**src/rtl/if_fetch_stage_if.sv**
```systemverilog
// Fetch-side bus bundle: combinational instruction-ROM read port plus the
// IF/ID valid/ready handshake toward decode.
interface if_fetch_stage_if;
  logic [31:0] imem_adrs;
  logic [31:0] imem_inst;
  logic        id_valid;
  logic        id_ready;
  logic [31:0] id_inst;
  logic [31:0] id_pc4;

  modport master (
    output imem_adrs,
    input  imem_inst,
    output id_valid,
    input  id_ready,
    output id_inst,
    output id_pc4
  );

  modport slave (
    input  imem_adrs,
    output imem_inst,
    input  id_valid,
    output id_ready,
    input  id_inst,
    input  id_pc4
  );
endinterface

```
**src/rtl/if_fetch_stage.sv**
```systemverilog
// Instruction-fetch stage: owns the PC, reads the combinational ROM and fills
// the IF/ID register under a valid/ready handshake; halts past ADDR_LIMIT.
module if_fetch_stage #(
  parameter logic [31:0] PC_RESET   = 32'd0,
  parameter logic [31:0] ADDR_LIMIT = 32'd100,
  parameter int unsigned CNT_W      = 16
) (
  input  logic              clk,
  input  logic              rst_n,
  if_fetch_stage_if.master  bus,
  input  logic              branch_taken,
  input  logic [31:0]       branch_target,
  input  logic              flush,
  output logic              halted,
  output logic [CNT_W-1:0]  fetch_count
);

  typedef enum logic {
    RUN  = 1'b0,
    HALT = 1'b1
  } state_t;

  state_t             state;
  logic [31:0]        pc;
  logic               valid_q;
  logic [31:0]        inst_q;
  logic [31:0]        pc4_q;
  logic [CNT_W-1:0]   cnt_q;
  logic               halted_q;

  logic [31:0]        pc_plus4;
  logic [31:0]        tgt_aligned;
  logic               pc_in_range;
  logic               accept;
  logic               load;

  always_comb begin
    pc_plus4    = pc + 32'd4;
    tgt_aligned = branch_target & ~32'd3;
    pc_in_range = (pc <= ADDR_LIMIT);
    accept      = valid_q && bus.id_ready;
    load        = (state == RUN) && pc_in_range && (!valid_q || bus.id_ready);
  end

  always_ff @(posedge clk or negedge rst_n) begin
    if (!rst_n) begin
      state    <= RUN;
      halted_q <= 1'b0;
      pc       <= PC_RESET;
      valid_q  <= 1'b0;
      inst_q   <= '0;
      pc4_q    <= '0;
      cnt_q    <= '0;
    end else if (branch_taken) begin
      // Redirect discards the in-flight word and is the only way out of HALT.
      pc      <= tgt_aligned;
      valid_q <= 1'b0;
      if (tgt_aligned > ADDR_LIMIT) begin
        state    <= HALT;
        halted_q <= 1'b1;
      end else begin
        state    <= RUN;
        halted_q <= 1'b0;
      end
    end else if (flush) begin
      valid_q <= 1'b0;
    end else if (state == RUN && !pc_in_range) begin
      // Running from an out-of-range PC halts without fetching anything.
      state    <= HALT;
      halted_q <= 1'b1;
      if (accept) begin
        valid_q <= 1'b0;
      end
    end else if (load) begin
      inst_q  <= bus.imem_inst;
      pc4_q   <= pc_plus4;
      valid_q <= 1'b1;
      pc      <= pc_plus4;
      if (cnt_q != '1) begin
        cnt_q <= cnt_q + 1'b1;
      end
      if (pc_plus4 > ADDR_LIMIT) begin
        state    <= HALT;
        halted_q <= 1'b1;
      end
    end else if (accept) begin
      valid_q <= 1'b0;
    end
  end

  assign bus.imem_adrs = pc;
  assign bus.id_valid  = valid_q;
  assign bus.id_inst   = inst_q;
  assign bus.id_pc4    = pc4_q;
  assign halted        = halted_q;
  assign fetch_count   = cnt_q;

endmodule

```
**src/flat_wrapper.sv**
```systemverilog
// flat-port wrapper written by rule: the top's interface ports become plain ports
module if_fetch_stage_flat 
#(
  parameter logic [31:0] PC_RESET   = 32'd0,
  parameter logic [31:0] ADDR_LIMIT = 32'd100,
  parameter int unsigned CNT_W      = 16
)
  (clk, rst_n, branch_taken, branch_target, flush, halted, fetch_count, bus_imem_adrs, bus_imem_inst, bus_id_valid, bus_id_ready, bus_id_inst, bus_id_pc4);
  if_fetch_stage_if bus_i ();
  input  logic clk;
  input  logic rst_n;
  input  logic branch_taken;
  input  logic [31:0] branch_target;
  input  logic flush;
  output logic halted;
  output logic [CNT_W-1:0] fetch_count;
  output wire logic [$bits(bus_i.imem_adrs)-1:0] bus_imem_adrs;
  input wire logic [$bits(bus_i.imem_inst)-1:0] bus_imem_inst;
  output wire logic [$bits(bus_i.id_valid)-1:0] bus_id_valid;
  input wire logic [$bits(bus_i.id_ready)-1:0] bus_id_ready;
  output wire logic [$bits(bus_i.id_inst)-1:0] bus_id_inst;
  output wire logic [$bits(bus_i.id_pc4)-1:0] bus_id_pc4;
  assign bus_imem_adrs = bus_i.imem_adrs;
  assign bus_i.imem_inst = bus_imem_inst;
  assign bus_id_valid = bus_i.id_valid;
  assign bus_i.id_ready = bus_id_ready;
  assign bus_id_inst = bus_i.id_inst;
  assign bus_id_pc4 = bus_i.id_pc4;
  if_fetch_stage #(.PC_RESET(PC_RESET), .ADDR_LIMIT(ADDR_LIMIT), .CNT_W(CNT_W)) u_core (.clk(clk), .rst_n(rst_n), .bus(bus_i), .branch_taken(branch_taken), .branch_target(branch_target), .flush(flush), .halted(halted), .fetch_count(fetch_count));
endmodule
```
**config.mk**
```make
export PLATFORM = sky130hd
export DESIGN_NAME = if_fetch_stage_flat
export DESIGN_NICKNAME = d
export VERILOG_FILES = /design/src/rtl/if_fetch_stage_if.sv /design/src/rtl/if_fetch_stage.sv /design/src/flat_wrapper.sv
export SDC_FILE = /design/constraint.sdc
export NUM_CORES = 1
export LEC_CHECK = 0
export BUFFER_PORTS_ARGS = -buffer_cell sky130_fd_sc_hd__buf_4
export CAP_MARGIN = 20
export CORE_ASPECT_RATIO = 2
export CORE_MARGIN = 8
export CORE_UTILIZATION = 25
export DETAILED_ROUTE_END_ITERATION = 6
export PLACE_DENSITY = 0.57
export SETUP_SLACK_MARGIN = 0.5
export SKIP_LAST_GASP = 1
export SLEW_MARGIN = 25
export SYNTH_ARGS = -nofsm -noshare
export SYNTH_HDL_FRONTEND = slang
export SYNTH_SLANG_ARGS = --single-unit
```
**constraint.sdc**
```tcl
create_clock -name clk -period 6.3 [get_ports clk]
set_input_delay 1.575 -clock clk [delete_from_list [all_inputs] [get_ports clk]]
set_output_delay 1.575 -clock clk [all_outputs]
set_load 0.01 [all_outputs]
```
Word level (Yosys, flattened, before mapping)
Index checks and enable logic that the tools add are counted.
{ "totals": {"latchBits": 0, "ram_bits": 0, "ff_bits": 114, "out_inout_bits": 114, "romBits": 0, "mem_count": 0} }
{ "op_classes": {"addsub": 2, "div_mod_pow": 0, "n_reduce_logical": 14, "magnitude_cmp": 3, "bitwise_logic": 4, "n_eq_ne": 3, "n_mul": 0, "n_mux": 15, "n_shift": 0} }
{ "ops": {"columns": ["cell", "count"], "rows": [
  ["$mux 32", 4],
  ["$gt 32x7->1 const B", 2],
  ["$add 32x3->32 const B", 1],
  ["$le 32x7->1 const B", 1],
  ["$add 16x1->16 const B", 1],
  ["$ne 16x16->1 const B", 1],
  ["$mux 1", 11],
  ["$reduce_and 3->1", 2],
  ["$reduce_bool 3->1", 2],
  ["$reduce_and 5->1", 1],
  ["$logic_and 1x1->1", 4],
  ["$ne 2x2->1 const B", 2],
  ["$not 1->1", 4],
  ["$reduce_and 4->1", 1],
  ["$logic_not 1->1", 2],
  ["$reduce_bool 2->1", 1],
  ["$logic_or 1x1->1", 1]
]} }

Longest topological paths before layout
Gate-level depths: netlist of run 1.
{ "logic_depth": {"word_depth": 7, "depth_mapped": 9} }

Least setup slack after synthesis of run 1
OpenSTA, ideal clock, no wires.
{ "synth_timing": {"path_kind": "input to register", "start": "in branch_taken", "end": "reg u_core.inst_q[24] (netlist: u_core.bus.id_inst[24])", "path_slack_ns": 3.096, "n_path_buf": 3, "setup_time_ns": 0.125, "t_arrival_ns": 3.079, "path_stages": 6, "path_cell_list": "clkbuf_1 > nor4_1 > nor4b_2 > buf_2 > buf_4 > mux2_2"} }
{ "synth_between": {"elab_chain_len": 2} }
{ "synth_rtl": {"columns": ["element", "line_no", "text"], "rows": [
  ["from (decl)", "flat_wrapper.sv:12", "input logic branch_taken;"],
  ["$not 1->1 (no source line)", null, null],
  ["$reduce_and 4->1 (no source line)", null, null],
  ["to (signal assigned)", "if_fetch_stage.sv:75", "inst_q <= bus.imem_inst;"],
  ["to (decl)", "if_fetch_stage.sv:26", "logic [31:0] inst_q;"]
]} }
No other way between the ends.
A chain may end at the register's enable or synchronous reset.

Worst setup path after layout of run 1
{ "layout_timing": {"start": "in branch_taken", "end": "reg u_core.cnt_q[4] (netlist: u_core.fetch_count[4])"} }
{ "layout_between": {"elab_chain_len": 2} }
{ "layout_rtl": {"columns": ["element", "line_no", "text"], "rows": [
  ["$not 1->1 (no source line)", null, null],
  ["$reduce_and 5->1 (no source line)", null, null],
  ["to (signal assigned)", "if_fetch_stage.sv:80", "cnt_q <= cnt_q + 1'b1;"],
  ["to (decl)", "if_fetch_stage.sv:28", "logic [CNT_W-1:0] cnt_q;"]
]} }
No other way between the ends.

==> results.toml, run 1 <==
[run_status]
outcome = "complete, no violations"

[floorplanning]
fp.dieH_um = 216
ios = 183
coreArea_um2 = 19800
die_w_um = 116
rows = 73
start_util_pct = 25.3
die_area_um2 = 25200

[timing]
hold_viol = 0
fin_skew_ps = 8.99
fmax_ghz = 0.268
maxSlewViolCount = 0
max_slew_margin_pct = 45.4
setup_viol = 0
tightest_slew_ps = 819
fin_crit_sh_pct = 59.3
rsz0062_at_grt = "no"
period_minus_slack_ps = 3740
tns_ps = 0

[worst_setup_path]
worstSetupStartpointType = "primary input"
cp.arrival_ps = 3970
path_max_fanout = 68
path_class = "in2reg"
cp.required_ps = 6530
endpoint_kind = "flop"

[cells_and_area]
diodes = 0
final_common_cell = "buf_4"
nFillCells = 2004
fin_nets = 672
fin_cells = 865
syn_to_final_growth_pct = 37.6
layout_common_cells = "buf_4 (177), dfrtp_1 (110), mux2_2 (58), nor2b_1 (27), nand2_1 (25)"
fin_util_pct = 34.9
drive_gt1_share_pct = 43.4

[global_routing]
grt_use_met3_pct = 4.90
grt_pass1_vias = 4487
grt-busiest-layer = "met2"
grt_antenna_before_repair = 1
grt_util_met2_pct = 24.4
met1_usage_pct = 12.3
grt_pass1_wl_um = 25300
grt_max_degree = 72
grt_overflow = 0
grt_usage_pct = 13.3

[logic_synthesis]
synthCells = 427
synth-seq-cells = 110
synth_edf_count = 0
async_flop_share_pct = 100
ys_warn_count = 0
synthDistinctLibCells = 53
ys.flop_type = "dfrtp_1"
yosysSeqAreaShare_pct = 54.8
syn_avg_cell_area_um2 = 11.8
synth_area_um2 = 5020

[drt]
dr.pass1.iters = 5
wire_per_inst_um = 18.9
ant_nets = 0
drtIter0Drc = 251
drc_errors = 0
wirelength_um = 16300
viasPerCell = 4.71
vias = 4071

[clocking]
clk_root_buffer_cell = "clkbuf_16"
clkTransAtPathRegs_ps = 70
insertion_delay_ps = 350
cts_max_path_buffers = 2
hold_buffers = 0
cts_tree = "yes"
clkSinkCount = 110
numCtsBuffers = 9
postCtsSetupRepairBufs = 0
htreeDepth = 3
cts_resized = 0

[hold_path]
hold_path_class = "reg2reg"

[place]
dp_hpwl_um = 12600
portBuffers = 176
place_congestion = 0.881
post-place-cells = 849

[power]
p_leak_uw = 0.00330
ir_drop_v = 0.000114
total_power_uw = 1560
p_per_area_nw_per_um2 = 226

[job]
maxCapViolCount = 0
cell usage after synthesis, types with 3 or more instances:
library cell  number  area, µm²
dfrtp_1          110       2750
mux2_2            58        653
nor2b_1           27        169
nand2_1           25       93.8
nand3_1           18       90.1
nor2_1            18       67.6
nand4_1           15       93.8
xnor2_1           15        131
nor3_1            12       60.1
nor4_1            12       75.1
o21ai_0           12       60.1
buf_2              9       45.0
xor2_1             9       78.8
clkbuf_1           7       26.3
a21oi_1            6       30.0
inv_1              6       22.5
buf_4              5       37.5
ha_1               5       62.6
a31oi_1            4       25.0
and3_1             4       25.0
and4_1             4       35.0
and2_1             3       18.8
nand2b_1           3       18.8
sequential cells by signal, indices dropped and copies added, names as in the netlist:
name and cells:
u_core.bus.id_inst 32, u_core.bus.id_pc4 30, u_core.bus.imem_adrs 30, u_core.fetch_count 16, u_core.bus.id_valid 1, u_core.state 1
cells by family after synthesis:
group / share of synthesized area (%)
AO/OA/AOI/OAI: 6.30
XOR/XNOR: 4.19
adder cells (fa/ha/maj): 1.25
buffers and inverters: 2.62
flip-flops: 54.8
multiplexers: 13.4
other: 0.0747
AND/OR/NAND/NOR: 17.4
power breakdown:
| part | total (µW) | internal [µW] | leakage, µW | switching, µW |
|---|---|---|---|---|
| combinational | 191 | 101 | 0.00170 | 89.1 |
| sequential | 780 | 733 | 0.00145 | 47.2 |
| clock | 594 | 323 | 0.000149 | 272 |
| total | 1560 | 1160 | 0.00330 | 408 |
layout make-up:
class	instances	area [µm²]	share of cell area, %
clock inverter	6	68.8	0.996
sequential	110	2750	39.8
multi-input combinational	293	2160	31.2
clock buffer	10	239	3.46
inverter	6	22.5	0.326
timing repair buffer	178	1340	19.4
tap	262	328	4.74
worst max-delay path: stages:
cell and delay (ps):
buf_4 260, nor4_1 370, nor4b_4 240, buf_4 670, o31a_1 500, nand4_1 170, xnor2_1 150
layer usage:
layer / vias to the layer above / part of all wire [%] / wire length, µm
met4: 2 / 3.6 / 582
met1: 2021 / 33 / 5320
met3: 34 / 7.8 / 1270
met2: 148 / 56 / 9150
li1: 1866 / - / -
met5: - / 0.061 / 10
stage by stage:
stage          hold slack (ps)  instance area, µm²  setup slack (ps)
2_1_floorplan              515                5030              3100
3_3_place_gp               480                6600              2300
3_5_place_dp               487                6600              2180
4_1_cts                    503                6910              2570
5_1_grt                    523                6910              2400
6_report                   501                6910              2560
worst paths after layout:
kind                                                      start                                  to  slack, ps  depth (start not counted)
hold reg to reg                u_core.bus.id_pc4[9]$_DFFE_PN0P_    u_core.bus.id_pc4[9]$_DFFE_PN0P_        500                          1
setup / recovery                                   branch_taken   u_core.fetch_count[4]$_DFFE_PN0P_       2560                          7
hold / removal                 u_core.bus.id_pc4[9]$_DFFE_PN0P_    u_core.bus.id_pc4[9]$_DFFE_PN0P_        500                          1
max in group asynchronous                                 rst_n   u_core.bus.id_pc4[12]$_DFFE_PN0P_       4050                          2
min in group asynchronous                                 rst_n  u_core.bus.id_inst[30]$_DFFE_PN0P_       1220                          1
setup reg to reg           u_core.bus.imem_adrs[12]$_DFFE_PN0P_   u_core.fetch_count[4]$_DFFE_PN0P_       3190                          7
No activity file was read; power rests on OpenSTA's default activity.
==> inputs of run 2 (changes only) <==
- clock period: 6.3 -> 3.5 ns (I/O delays scaled with it)
==> results.toml, run 2 (same netlist as run 1, synthesis figures left out) <==
[run_status]
outcome = "complete, no violations"

[timing]
fin_crit_sh_pct = 78.7
rsz0062_at_grt = "no"
fmax_ghz = 0.363
period_minus_slack_ps = 2750
setup_viol = 0
tightest_slew_ps = 698
tns_ps = 0
hold_viol = 0
setup_slack_ps = 746
fin_skew_ps = 4.37
max_slew_margin_pct = 53.0
maxSlewViolCount = 0

[global_routing]
grt_pass1_vias = 4362
grt_overflow = 0
grt_pass1_wl_um = 25100
grt_max_degree = 44
grt_usage_pct = 13.2
grt_antenna_before_repair = 0

[power]
p_per_area_nw_per_um2 = 407
p_seq_share_pct = 49.3
switching_share_pct = 25.8
total_power_uw = 2840
pwr-share-comb_pct = 12.4
internal_power_uw = 2110
ir_drop_v = 0.000200
p_leak_uw = 0.00334
clockPowerShare_pct = 38.3
power.switching_uw = 734

[clocking]
cts_max_path_buffers = 2
clk_root_buffer_cell = "clkbuf_16"
numCtsBuffers = 9
hold_buffers = 0
cts_tree = "yes"
htreeDepth = 3
insertion_delay_ps = 350
clkSinkCount = 110
postCtsSetupRepairBufs = 0
clkTransAtPathRegs_ps = 70
cts_resized = 0

[drt]
drtIter0Drc = 348
wire_per_inst_um = 19.0
vias = 4068
viasPerCell = 4.67
dr.pass1.iters = 4
drc_errors = 0
ant_nets = 0
wirelength_um = 16500

[floorplanning]
die_area_um2 = 25200
start_util_pct = 25.3
coreArea_um2 = 19800
fp.dieH_um = 216
ios = 183
die_w_um = 116
rows = 73

[place]
dp_slack_ps = 585
place_area_um2 = 6660
portBuffers = 176
place_congestion = 0.930
dp_hpwl_um = 13000

[worst_setup_path]
worstSetupStartpointType = "flop"
crit_path_start = "u_core.bus.imem_adrs[12]$_DFFE_PN0P_"
path_max_fanout = 35
timing.rr.start = "u_core.bus.imem_adrs[12]$_DFFE_PN0P_"
cp.required_ps = 3730
path_class = "reg2reg"
endpoint_kind = "flop"
cp.arrival_ps = 2990

[cells_and_area]
syn_to_final_growth_pct = 39.1
final_common_cell = "buf_4"
drive_gt1_share_pct = 44.3
fin_nets = 679
stdcell_area_um2 = 6990
layout_common_cells = "buf_4 (184), dfrtp_1 (110), mux2_2 (58), nor2b_1 (27), nand2_1 (25)"
diodes = 0
largest_reg_flops = 32

[hold_path]
min_from = "u_core.bus.id_pc4[12]$_DFFE_PN0P_"
hold_path_class = "reg2reg"

[job]
maxCapViolCount = 0
-- run 2: power groups by stage --
stage               Clock (µW)  Sequential [µW]  Combinational, µW
floorplan                    0             1420                131
global placement             0             1420                352
detailed placement           0             1430                359
CTS                       1140             1400                360
global route              1170             1410                384
finish                    1090             1400                352
-- run 2: per-layer routing --
| layer | routed length [µm] | part of all wire (%) | GRT usage [%] | vias to the layer above |
|---|---|---|---|---|
| li1 | - | - | - | 1881 |
| met3 | 1280 | 7.7 | 3.84 | 39 |
| met4 | 718 | 4.3 | 7.62 | 0 |
| met5 | 0 | 0 | 0 | - |
| met1 | 5350 | 32 | 12.4 | 1983 |
| met2 | 9200 | 56 | 24.4 | 165 |
-- run 2: worst paths after layout --
path,to,slack [ps],cells past startpoint
setup / recovery,u_core.bus.id_inst[0]$_DFFE_PN0P_,750,5
hold / removal,u_core.bus.id_pc4[12]$_DFFE_PN0P_,500,1
setup reg to reg,u_core.bus.id_inst[0]$_DFFE_PN0P_,750,5
hold reg to reg,u_core.bus.id_pc4[12]$_DFFE_PN0P_,500,1
max in group asynchronous,u_core.bus.id_pc4[16]$_DFFE_PN0P_,2180,2
min in group asynchronous,u_core.fetch_count[0]$_DFFE_PN0P_,520,1
-- run 2: layout make-up --
class                           instances  area [µm²]
Clock buffer                           11         253
Clock inverter                          5        63.8
Fill cell                            2018       12800
Inverter                                6        22.5
Multi-Input combinational cell        293        2160
Sequential cell                       110        2750
Tap cell                              262         328
Timing Repair Buffer                  185        1400
-- run 2: stage by stage --
step | std cells | hold slack (ps) | utilization (%)
final | 872 | 504 | 35.2
after global routing | 872 | 521 | 35.2
after CTS | 872 | 504 | 35.2
after detailed placement | 856 | 487 | 33.6
after global placement | 856 | 483 | 33.6
after floorplan | 430 | 515 | -
-- run 2: critical path, stage by stage, from the launching register on --
cell     delay [ps]
dfrtp_1         450
nor3_1          390
nand4_1         290
nor4b_4         680
buf_4           450
mux2_2          390
